--- src/rtl/qu_common_pkg.sv ---
// qu_common: shared definitions for the instruction-decode stage.
//   - optype_e   : operation class carried with every decoded packet
//   - qu_dec_t   : decoded-instruction packet (everything except the PC)
//   - imm_*      : one immediate-extraction function per RV32I format
//   - qu_decode  : the complete combinational decode of one instruction
//   - enc_*      : instruction encoders, the exact inverse of qu_decode for
//                  every encodable instruction
package qu_common;

  localparam int QU_PC_WIDTH    = 12;
  localparam int QU_INSTR_WIDTH = 32;

  localparam logic [6:0] OPC_OP     = 7'b0110011;
  localparam logic [6:0] OPC_OPIMM  = 7'b0010011;
  localparam logic [6:0] OPC_LOAD   = 7'b0000011;
  localparam logic [6:0] OPC_STORE  = 7'b0100011;
  localparam logic [6:0] OPC_BRANCH = 7'b1100011;
  localparam logic [6:0] OPC_JAL    = 7'b1101111;
  localparam logic [6:0] OPC_JALR   = 7'b1100111;
  localparam logic [6:0] OPC_LUI    = 7'b0110111;
  localparam logic [6:0] OPC_AUIPC  = 7'b0010111;
  localparam logic [6:0] OPC_SYSTEM = 7'b1110011;
  localparam logic [6:0] OPC_FENCE  = 7'b0001111;

  typedef enum logic [3:0] {
    OT_ALU_R   = 4'd0,
    OT_ALU_I   = 4'd1,
    OT_LOAD    = 4'd2,
    OT_STORE   = 4'd3,
    OT_BRANCH  = 4'd4,
    OT_JAL     = 4'd5,
    OT_JALR    = 4'd6,
    OT_LUI     = 4'd7,
    OT_AUIPC   = 4'd8,
    OT_SYSTEM  = 4'd9,
    OT_CSR     = 4'd10,
    OT_FENCE   = 4'd11,
    OT_ILLEGAL = 4'd15
  } optype_e;

  typedef struct packed {
    optype_e     optype;
    logic [2:0]  funct3;
    logic [6:0]  funct7;
    logic [4:0]  rd;
    logic [4:0]  rs1;
    logic [4:0]  rs2;
    logic        rd_valid;
    logic        rs1_valid;
    logic        rs2_valid;
    logic        imm_valid;
    logic [31:0] imm;
    logic        illegal;
  } qu_dec_t;

  function automatic logic [31:0] imm_i(input logic [31:0] i);
    return {{20{i[31]}}, i[31:20]};
  endfunction

  function automatic logic [31:0] imm_s(input logic [31:0] i);
    return {{20{i[31]}}, i[31:25], i[11:7]};
  endfunction

  function automatic logic [31:0] imm_b(input logic [31:0] i);
    return {{19{i[31]}}, i[31], i[7], i[30:25], i[11:8], 1'b0};
  endfunction

  function automatic logic [31:0] imm_j(input logic [31:0] i);
    return {{11{i[31]}}, i[31], i[19:12], i[20], i[30:21], 1'b0};
  endfunction

  function automatic logic [31:0] imm_u(input logic [31:0] i);
    return {i[31:12], 12'b0};
  endfunction

  function automatic logic [31:0] imm_csr(input logic [31:0] i);
    return {20'b0, i[31:20]};
  endfunction

  function automatic qu_dec_t qu_decode(input logic [31:0] i);
    qu_dec_t     d;
    logic [6:0]  opc;
    logic [2:0]  f3;
    logic [6:0]  f7;
    logic        rdw;
    logic        r1;
    logic        r2;
    logic        iv;
    logic        ill;
    optype_e     op;
    logic [31:0] imm;
    opc = i[6:0];
    f3  = i[14:12];
    f7  = i[31:25];
    rdw = 1'b0;
    r1  = 1'b0;
    r2  = 1'b0;
    iv  = 1'b0;
    ill = 1'b0;
    op  = OT_ILLEGAL;
    imm = '0;
    // opc includes i[1:0], so compressed encodings fall into default
    case (opc)
      OPC_OP: begin
        op  = OT_ALU_R;
        rdw = 1'b1; r1 = 1'b1; r2 = 1'b1;
        ill = !((f7 == 7'h00) || ((f7 == 7'h20) && ((f3 == 3'b000) || (f3 == 3'b101))));
      end
      OPC_OPIMM: begin
        op  = OT_ALU_I;
        rdw = 1'b1; r1 = 1'b1; iv = 1'b1;
        imm = imm_i(i);
        if (f3 == 3'b001)      ill = (f7 != 7'h00);
        else if (f3 == 3'b101) ill = !((f7 == 7'h00) || (f7 == 7'h20));
      end
      OPC_LOAD: begin
        op  = OT_LOAD;
        rdw = 1'b1; r1 = 1'b1; iv = 1'b1;
        imm = imm_i(i);
        ill = (f3 == 3'b011) || (f3 == 3'b110) || (f3 == 3'b111);
      end
      OPC_STORE: begin
        op  = OT_STORE;
        r1  = 1'b1; r2 = 1'b1; iv = 1'b1;
        imm = imm_s(i);
        ill = (f3 >= 3'b011);
      end
      OPC_BRANCH: begin
        op  = OT_BRANCH;
        r1  = 1'b1; r2 = 1'b1; iv = 1'b1;
        imm = imm_b(i);
        ill = (f3 == 3'b010) || (f3 == 3'b011);
      end
      OPC_JAL: begin
        op  = OT_JAL;
        rdw = 1'b1; iv = 1'b1;
        imm = imm_j(i);
      end
      OPC_JALR: begin
        op  = OT_JALR;
        rdw = 1'b1; r1 = 1'b1; iv = 1'b1;
        imm = imm_i(i);
        ill = (f3 != 3'b000);
      end
      OPC_LUI: begin
        op  = OT_LUI;
        rdw = 1'b1; iv = 1'b1;
        imm = imm_u(i);
      end
      OPC_AUIPC: begin
        op  = OT_AUIPC;
        rdw = 1'b1; iv = 1'b1;
        imm = imm_u(i);
      end
      OPC_SYSTEM: begin
        if (f3 == 3'b000) begin
          // ECALL / EBREAK: the I-immediate selects which one
          op  = OT_SYSTEM;
          iv  = 1'b1;
          imm = imm_i(i);
          ill = (i[31:20] > 12'd1);
        end else if (f3 == 3'b100) begin
          ill = 1'b1;
        end else begin
          // CSRRxI variants reuse the rs1 slot as a 5-bit immediate
          op  = OT_CSR;
          rdw = 1'b1; r1 = !f3[2]; iv = 1'b1;
          imm = imm_csr(i);
        end
      end
      OPC_FENCE: begin
        op  = OT_FENCE;
        ill = (f3 >= 3'b010);
      end
      default: ill = 1'b1;
    endcase
    d        = '0;
    d.funct3 = f3;
    d.funct7 = f7;
    d.rd     = i[11:7];
    d.rs1    = i[19:15];
    d.rs2    = i[24:20];
    if (ill) begin
      d.optype  = OT_ILLEGAL;
      d.illegal = 1'b1;
    end else begin
      d.optype    = op;
      d.rd_valid  = rdw && (i[11:7] != 5'd0);
      d.rs1_valid = r1;
      d.rs2_valid = r2;
      d.imm_valid = iv;
      d.imm       = imm;
    end
    return d;
  endfunction

  function automatic logic [31:0] enc_r(input logic [6:0] f7, input logic [4:0] rs2,
                                        input logic [4:0] rs1, input logic [2:0] f3,
                                        input logic [4:0] rd, input logic [6:0] opc);
    return {f7, rs2, rs1, f3, rd, opc};
  endfunction

  function automatic logic [31:0] enc_i(input logic [11:0] imm, input logic [4:0] rs1,
                                        input logic [2:0] f3, input logic [4:0] rd,
                                        input logic [6:0] opc);
    return {imm, rs1, f3, rd, opc};
  endfunction

  function automatic logic [31:0] enc_s(input logic [11:0] imm, input logic [4:0] rs2,
                                        input logic [4:0] rs1, input logic [2:0] f3,
                                        input logic [6:0] opc);
    return {imm[11:5], rs2, rs1, f3, imm[4:0], opc};
  endfunction

  function automatic logic [31:0] enc_b(input logic [12:0] imm, input logic [4:0] rs2,
                                        input logic [4:0] rs1, input logic [2:0] f3,
                                        input logic [6:0] opc);
    return {imm[12], imm[10:5], rs2, rs1, f3, imm[4:1], imm[11], opc};
  endfunction

  function automatic logic [31:0] enc_u(input logic [19:0] imm, input logic [4:0] rd,
                                        input logic [6:0] opc);
    return {imm, rd, opc};
  endfunction

  function automatic logic [31:0] enc_j(input logic [20:0] imm, input logic [4:0] rd,
                                        input logic [6:0] opc);
    return {imm[20], imm[10:1], imm[11], imm[19:12], rd, opc};
  endfunction

endpackage

--- src/rtl/qu_decoder_if.sv ---
// qu_decoder_if: fetch-side and dispatch-side handshake bundle of the decoder.
//   in_*  : instruction + PC from fetch (valid/ready)
//   out_* : decoded packet towards rename/dispatch (valid/ready)
// Modports: master = fetch/consumer side (bench), slave = decoder.
interface qu_decoder_if #(
  parameter int PC_WIDTH = 12
);
  logic                in_valid;
  logic                in_ready;
  logic [31:0]         in_instr;
  logic [PC_WIDTH-1:0] in_pc;
  logic                out_valid;
  logic                out_ready;
  logic [PC_WIDTH-1:0] out_pc;
  logic [3:0]          out_optype;
  logic [2:0]          out_funct3;
  logic [6:0]          out_funct7;
  logic [4:0]          out_rd;
  logic [4:0]          out_rs1;
  logic [4:0]          out_rs2;
  logic                out_rd_valid;
  logic                out_rs1_valid;
  logic                out_rs2_valid;
  logic                out_imm_valid;
  logic [31:0]         out_imm;
  logic                out_illegal;

  modport master (
    output in_valid, in_instr, in_pc, out_ready,
    input  in_ready, out_valid, out_pc, out_optype, out_funct3, out_funct7,
           out_rd, out_rs1, out_rs2, out_rd_valid, out_rs1_valid, out_rs2_valid,
           out_imm_valid, out_imm, out_illegal
  );

  modport slave (
    input  in_valid, in_instr, in_pc, out_ready,
    output in_ready, out_valid, out_pc, out_optype, out_funct3, out_funct7,
           out_rd, out_rs1, out_rs2, out_rd_valid, out_rs1_valid, out_rs2_valid,
           out_imm_valid, out_imm, out_illegal
  );
endinterface

--- src/rtl/qu_decoder.sv ---
// qu_decoder: registered RV32I decode stage with a 2-entry skid buffer.
// Ports:
//   clk   - clock
//   rst   - asynchronous active-high reset, clears both buffer entries
//   flush - drops everything buffered and anything offered this cycle
//   bus   - qu_decoder_if.slave: in_* from fetch, out_* to dispatch
// Decode happens before the register, so out_* come straight from flops
// and in_ready is a flop output (not skid-full).
module qu_decoder
  import qu_common::*;
#(
  parameter int PC_WIDTH    = QU_PC_WIDTH,
  parameter int INSTR_WIDTH = QU_INSTR_WIDTH
) (
  input logic        clk,
  input logic        rst,
  input logic        flush,
  qu_decoder_if.slave bus
);

  logic [INSTR_WIDTH-1:0] instr_w;
  qu_dec_t                dec_in;
  logic                   accept;

  logic                main_vld_q, main_vld_d;
  qu_dec_t             main_q,     main_d;
  logic [PC_WIDTH-1:0] main_pc_q,  main_pc_d;
  logic                skid_vld_q, skid_vld_d;
  qu_dec_t             skid_q,     skid_d;
  logic [PC_WIDTH-1:0] skid_pc_q,  skid_pc_d;

  assign instr_w = bus.in_instr;

  always_comb begin
    dec_in     = qu_decode(instr_w);
    accept     = bus.in_valid && !skid_vld_q && !flush;
    main_vld_d = main_vld_q;
    main_d     = main_q;
    main_pc_d  = main_pc_q;
    skid_vld_d = skid_vld_q;
    skid_d     = skid_q;
    skid_pc_d  = skid_pc_q;
    if (flush) begin
      main_vld_d = 1'b0;
      skid_vld_d = 1'b0;
    end else if (!main_vld_q || bus.out_ready) begin
      // main is free this edge: the older skid packet has priority,
      // and in_ready is low whenever skid is occupied
      if (skid_vld_q) begin
        main_vld_d = 1'b1;
        main_d     = skid_q;
        main_pc_d  = skid_pc_q;
        skid_vld_d = 1'b0;
      end else begin
        main_vld_d = accept;
        if (accept) begin
          main_d    = dec_in;
          main_pc_d = bus.in_pc;
        end
      end
    end else if (accept) begin
      // main stalled: park the new packet in skid
      skid_vld_d = 1'b1;
      skid_d     = dec_in;
      skid_pc_d  = bus.in_pc;
    end
  end

  always_ff @(posedge clk or posedge rst) begin
    if (rst) begin
      main_vld_q <= 1'b0;
      skid_vld_q <= 1'b0;
      main_q     <= '0;
      main_pc_q  <= '0;
    end else begin
      main_vld_q <= main_vld_d;
      skid_vld_q <= skid_vld_d;
      main_q     <= main_d;
      main_pc_q  <= main_pc_d;
    end
  end

  // skid contents are only observed through skid_vld_q, so no reset needed
  always_ff @(posedge clk) begin
    skid_q    <= skid_d;
    skid_pc_q <= skid_pc_d;
  end

  assign bus.in_ready      = !skid_vld_q;
  assign bus.out_valid     = main_vld_q;
  assign bus.out_pc        = main_pc_q;
  assign bus.out_optype    = main_q.optype;
  assign bus.out_funct3    = main_q.funct3;
  assign bus.out_funct7    = main_q.funct7;
  assign bus.out_rd        = main_q.rd;
  assign bus.out_rs1       = main_q.rs1;
  assign bus.out_rs2       = main_q.rs2;
  assign bus.out_rd_valid  = main_q.rd_valid;
  assign bus.out_rs1_valid = main_q.rs1_valid;
  assign bus.out_rs2_valid = main_q.rs2_valid;
  assign bus.out_imm_valid = main_q.imm_valid;
  assign bus.out_imm       = main_q.imm;
  assign bus.out_illegal   = main_q.illegal;

endmodule

--- src/flat_wrapper.sv ---
// flat-port wrapper written by rule: the top's interface ports become plain ports
module qu_decoder_flat import qu_common::*;
#(
  parameter int PC_WIDTH    = QU_PC_WIDTH,
  parameter int INSTR_WIDTH = QU_INSTR_WIDTH
)
  (clk, rst, flush, bus_in_valid, bus_in_instr, bus_in_pc, bus_out_ready, bus_in_ready, bus_out_valid, bus_out_pc, bus_out_optype, bus_out_funct3, bus_out_funct7, bus_out_rd, bus_out_rs1, bus_out_rs2, bus_out_rd_valid, bus_out_rs1_valid, bus_out_rs2_valid, bus_out_imm_valid, bus_out_imm, bus_out_illegal);
  qu_decoder_if #(.PC_WIDTH(PC_WIDTH)) bus_i ();
  input logic clk;
  input logic rst;
  input logic flush;
  input wire logic [$bits(bus_i.in_valid)-1:0] bus_in_valid;
  input wire logic [$bits(bus_i.in_instr)-1:0] bus_in_instr;
  input wire logic [$bits(bus_i.in_pc)-1:0] bus_in_pc;
  input wire logic [$bits(bus_i.out_ready)-1:0] bus_out_ready;
  output wire logic [$bits(bus_i.in_ready)-1:0] bus_in_ready;
  output wire logic [$bits(bus_i.out_valid)-1:0] bus_out_valid;
  output wire logic [$bits(bus_i.out_pc)-1:0] bus_out_pc;
  output wire logic [$bits(bus_i.out_optype)-1:0] bus_out_optype;
  output wire logic [$bits(bus_i.out_funct3)-1:0] bus_out_funct3;
  output wire logic [$bits(bus_i.out_funct7)-1:0] bus_out_funct7;
  output wire logic [$bits(bus_i.out_rd)-1:0] bus_out_rd;
  output wire logic [$bits(bus_i.out_rs1)-1:0] bus_out_rs1;
  output wire logic [$bits(bus_i.out_rs2)-1:0] bus_out_rs2;
  output wire logic [$bits(bus_i.out_rd_valid)-1:0] bus_out_rd_valid;
  output wire logic [$bits(bus_i.out_rs1_valid)-1:0] bus_out_rs1_valid;
  output wire logic [$bits(bus_i.out_rs2_valid)-1:0] bus_out_rs2_valid;
  output wire logic [$bits(bus_i.out_imm_valid)-1:0] bus_out_imm_valid;
  output wire logic [$bits(bus_i.out_imm)-1:0] bus_out_imm;
  output wire logic [$bits(bus_i.out_illegal)-1:0] bus_out_illegal;
  assign bus_i.in_valid = bus_in_valid;
  assign bus_i.in_instr = bus_in_instr;
  assign bus_i.in_pc = bus_in_pc;
  assign bus_i.out_ready = bus_out_ready;
  assign bus_in_ready = bus_i.in_ready;
  assign bus_out_valid = bus_i.out_valid;
  assign bus_out_pc = bus_i.out_pc;
  assign bus_out_optype = bus_i.out_optype;
  assign bus_out_funct3 = bus_i.out_funct3;
  assign bus_out_funct7 = bus_i.out_funct7;
  assign bus_out_rd = bus_i.out_rd;
  assign bus_out_rs1 = bus_i.out_rs1;
  assign bus_out_rs2 = bus_i.out_rs2;
  assign bus_out_rd_valid = bus_i.out_rd_valid;
  assign bus_out_rs1_valid = bus_i.out_rs1_valid;
  assign bus_out_rs2_valid = bus_i.out_rs2_valid;
  assign bus_out_imm_valid = bus_i.out_imm_valid;
  assign bus_out_imm = bus_i.out_imm;
  assign bus_out_illegal = bus_i.out_illegal;
  qu_decoder #(.PC_WIDTH(PC_WIDTH), .INSTR_WIDTH(INSTR_WIDTH)) u_core (.clk(clk), .rst(rst), .flush(flush), .bus(bus_i));
endmodule
--- config.mk ---
export PLATFORM = sky130hd
export DESIGN_NAME = qu_decoder_flat
export DESIGN_NICKNAME = d
export VERILOG_FILES = /design/src/rtl/qu_common_pkg.sv /design/src/rtl/qu_decoder_if.sv /design/src/rtl/qu_decoder.sv /design/src/flat_wrapper.sv
export SDC_FILE = /design/constraint.sdc
export NUM_CORES = 1
export LEC_CHECK = 0
export ABC_AREA = 1
export CAP_MARGIN = 5
export CORE_ASPECT_RATIO = 1.2
export CORE_MARGIN = 10
export CORE_UTILIZATION = 53
export DETAILED_ROUTE_END_ITERATION = 10
export PLACE_DENSITY = 0.78
export SETUP_SLACK_MARGIN = 0.05
export SLEW_MARGIN = 25
export SYNTH_ARGS = -nofsm -noshare
export SYNTH_HDL_FRONTEND = slang
export SYNTH_SLANG_ARGS = --single-unit
--- constraint.sdc ---
create_clock -name clk -period 9.1 [get_ports clk]
set_clock_uncertainty 0.05 [all_clocks]
set_input_delay 2.275 -clock clk [delete_from_list [all_inputs] [get_ports clk]]
set_output_delay 2.275 -clock clk [all_outputs]
set_load 0.05 [all_outputs]
==> key figures <==
STA
  – Setup tns final: 0 ns
  – Fmax achieved: 203.4 MHz
  – Slew HR: 0.4032
  – Pins Over Slew Limit: 0
  – Worst setup margin: 4.183 ns
  – RSZ-0062 raised after global routing: false
  – Final hold vios: 0
  – Fin crit share: 0.5403
  – Crit path time final: 4.917 ns
  – Finish-stage setup viols: 0
  – Worst slew pin tran: 0.8952 ns

Global routing
  – Top Usage Layer GRT: met2
  – Antenna violations before repair: 0
  – Total global routing overflow: 0
  – First-pass GRT wire length: ~32000 µm
  – M2 GR Usage: 0.3335
  – Met1 global-route usage: 0.2604
  – Largest net degree at the start of global routing: 125
  – Met3 Track Usage GR: 0.04777
  – Gr usage total: 0.2077
  – Number of global-route vias before repair: 5969

Worst setup path
  – CP delay by family, top: buffers and inverters
  – CP Max Fanout: 22
  – Worst-path cell chain: clkinv_2, clkdlybuf4s50_1
  – Setup crit end kind: output pin
  – CP max stage delay: 0.92 ns
  – CP Launch Type: flop
  – Crit Path Class: flop to output pin
  – WP data required: 6.78 ns
  – Critical Path AT: 2.59 ns
  – Critical path buffer and inverter count: 2
  – Slowest cell on crit path: dfrtp_1

Clock network
  – Hold-fix buffers, CTS: 0
  – TritonCTS Buffers: 17
  – Clk sink count: 158
  – Post-cts resize count: 0
  – Reg clk slew, reported paths: 0.06 ns
  – CTS Root Buffer Type: clkbuf_16
  – # H-tree levels: 4
  – TritonCTS clock tree: yes
  – Clk buf depth: 2
  – Post-CTS setup buffer count: 0
  – Worst skew pair latency: 0.41 ns

Route
  – Via-to-Cell Ratio: approximately 5.3
  – Antenna-violating nets left: 0
  – Final WL: between 15000 and 20000 µm
  – Vias after detailed routing: 6212
  – Drt initial violations: 680
  – Pre-antenna DRT Iters: 5
  – WL/cell: 17.01 µm
  – Residual DRC: 0

Synthesis
  – Mean Syn Cell Area: roughly 8.5 µm²
  – Mapped Cells: just under 900
  – Distinct cell type count after synthesis: 31
  – Seq/Total Area, Yosys: 0.5824
  – Yosys reg bits: 158
  – Mapped Area: 7460 µm²
  – Syn Nets: 928
  – Synthesis Warnings: 0

Floorplan
  – Chip height: 150.0 µm
  – DIE WIDTH: 128.3 µm
  – Io pins: between 100 and 150
  – Die area: slightly below 20000 µm²
  – Num rows: 47
  – Core area: between 10000 and 15000 µm²
  – Starting Density: 0.5398

Place
  – Area after DPL: 8823 µm²
  – Port bufs: 128
  – Post-DP HPWL: 13820 µm
  – Dpl cells: 1139
  – Pre-CTS setup slack: ~4 ns
  – Gp weighted congestion: 0.9585

Pwr
  – Worst vdd ir: 0.0001554 V
  – Leak: around 4.9 nW
  – Pwr Density: 197.1 nW/µm²

Finish
  – Area Overhead vs Synth: 26.03%
  – Nets: 1036
  – Fraction of layout cells with a size suffix above 1: 0.06200
  – Fillers: 1134
  – Antenna fix cells: 0
  – Finished Layout Cells: about 1200
  – Fin util: 0.6803
  – Fin area: 9402 µm²

Run status
  – Status: completed

Hold path
  – Hold Path Class: flop to flop

Job
  – Max-Cap Viols: 0
worst min-delay path, delay by kind of cell, from the launching register on:
| kind | cells | cell delay [ns] |
|---|---|---|
| flip-flops | 1 | 0.34 |
| AND/OR/NAND/NOR | 2 | 0.10 |
through the flow:
stage,hold slack (ns),power [W]
5_1_grt,0.4431,0.001919
4_1_cts,0.4303,0.001863
3_3_place_gp,0.4116,0.001176
3_5_place_dp,0.4142,0.001182
6_report,0.4275,0.001853
2_1_floorplan,0.4574,0.001047
state kept, by name (all words and copies together) (netlist names), 3 cells and up:
register and flops:
u_core.skid_pc_q 12, u_core.skid_q 66, u_core.bus.out_funct3 3, u_core.bus.out_pc 12, u_core.bus.out_funct7 7, u_core.bus.out_rd 5
u_core.bus.out_imm 32, u_core.bus.out_rs2 5, u_core.bus.out_optype 4, u_core.bus.out_rs1 5
report_power, final:
| group | leakage (nW) | switching [W] | internal [W] |
|---|---|---|---|
| Clock | 0.281 | 0.000279 | 0.000407 |
| Combinational | 2.76 | 0.000241 | 0.000112 |
| Sequential | 1.83 | 0.0000224 | 0.000791 |
layout make-up:
cell class / instances / area (µm²) / area share
Inverter: 75 / 284.0 / 0.03021
Clock buffer: 24 / 491.7 / 0.05230
Multi-Input combinational cell: 602 / 2639 / 0.2807
Tap cell: 171 / 214.0 / 0.02276
Clock inverter: 8 / 82.58 / 0.008784
Timing Repair Buffer: 133 / 1346 / 0.1432
Sequential cell: 158 / 4344 / 0.4621
final timing paths:
| check | slack (ns) | cells past startpoint | start | endpoint |
|---|---|---|---|---|
| hold reg to reg | 0.43 | 2 | u_core.bus.out_imm[22] | u_core.bus.out_imm[22] |
| setup / recovery | 4.18 | 2 | u_core.skid_vld_q | bus_in_ready |
| setup reg to reg | 5.91 | 7 | u_core.skid_vld_q | u_core.bus.out_rs2_valid |
| max in group asynchronous | 6.17 | 4 | rst | u_core.bus.out_imm[0] |
| min in group asynchronous | 2.22 | 3 | rst | u_core.bus.out_imm[18] |
| hold / removal | 0.43 | 2 | u_core.bus.out_imm[22] | u_core.bus.out_imm[22] |
routing by layer:
metal | up-vias | wire, µm
met5 | - | 0
met3 | 47 | 1411
met4 | 0 | 762
met2 | 230 | 9636
met1 | 2904 | 8114
li1 | 3031 | -
Yosys cell counts:
cell       number  area (µm²)
dfrtp_1        80        2002
nor3_1          3       15.01
nand2_1       296        1111
buf_2          10       50.05
nand3b_1        2       15.01
buf_6           3       33.78
edfxtp_1       78        2342
buf_4           2       15.01
clkbuf_1       24       90.09
or3b_2          1       8.760
o2111ai_1       2       17.52
nand3_1        51       255.2
nand2_2         6       37.54
a21boi_0        1       7.510
a21oi_1         6       30.03
inv_1          73       274.0
nor2_8          1       20.02
inv_2           2       7.510
buf_1           5       18.77
nor2_1        139       521.8
a31oi_1         1       6.260
a21oi_2         1       8.760
o31ai_1        17       127.6
o211ai_1        8       60.06
o21ai_2         1       8.760
o21ai_0        50       250.2
nor2_4          4       45.04
o22ai_1         1       6.260
nor2_2          7       43.79
nand2_4         1       11.26
nand4_1         3       18.77
cell usage in the layout, fill, tap and decap left out, drive strengths merged:
cell,n
inv,74
o211ai,8
buf,5
a31oi,1
or3b,1
nor3,3
bufinv,1
o21ai,51
nand3,51
o2111ai,2
a21oi,7
clkdlybuf4s50,128
clkinvlp,1
o22ai,1
nor2,151
nand2,303
dfrtp,80
clkinv,7
edfxtp,78
nand4,3
nand3b,2
o31ai,17
clkbuf,24
a21boi,1
kinds of logic (layout without fill, tap and decap cells):
group	count (synthesis)	in the layout	synth area share
buffers and inverters	119	240	0.06558
and+or+nand+nor	514	514	0.2820
AOI/OAI and AO/OA	88	88	0.07011
DFF	158	158	0.5824
(Power assumes the default switching activity.)
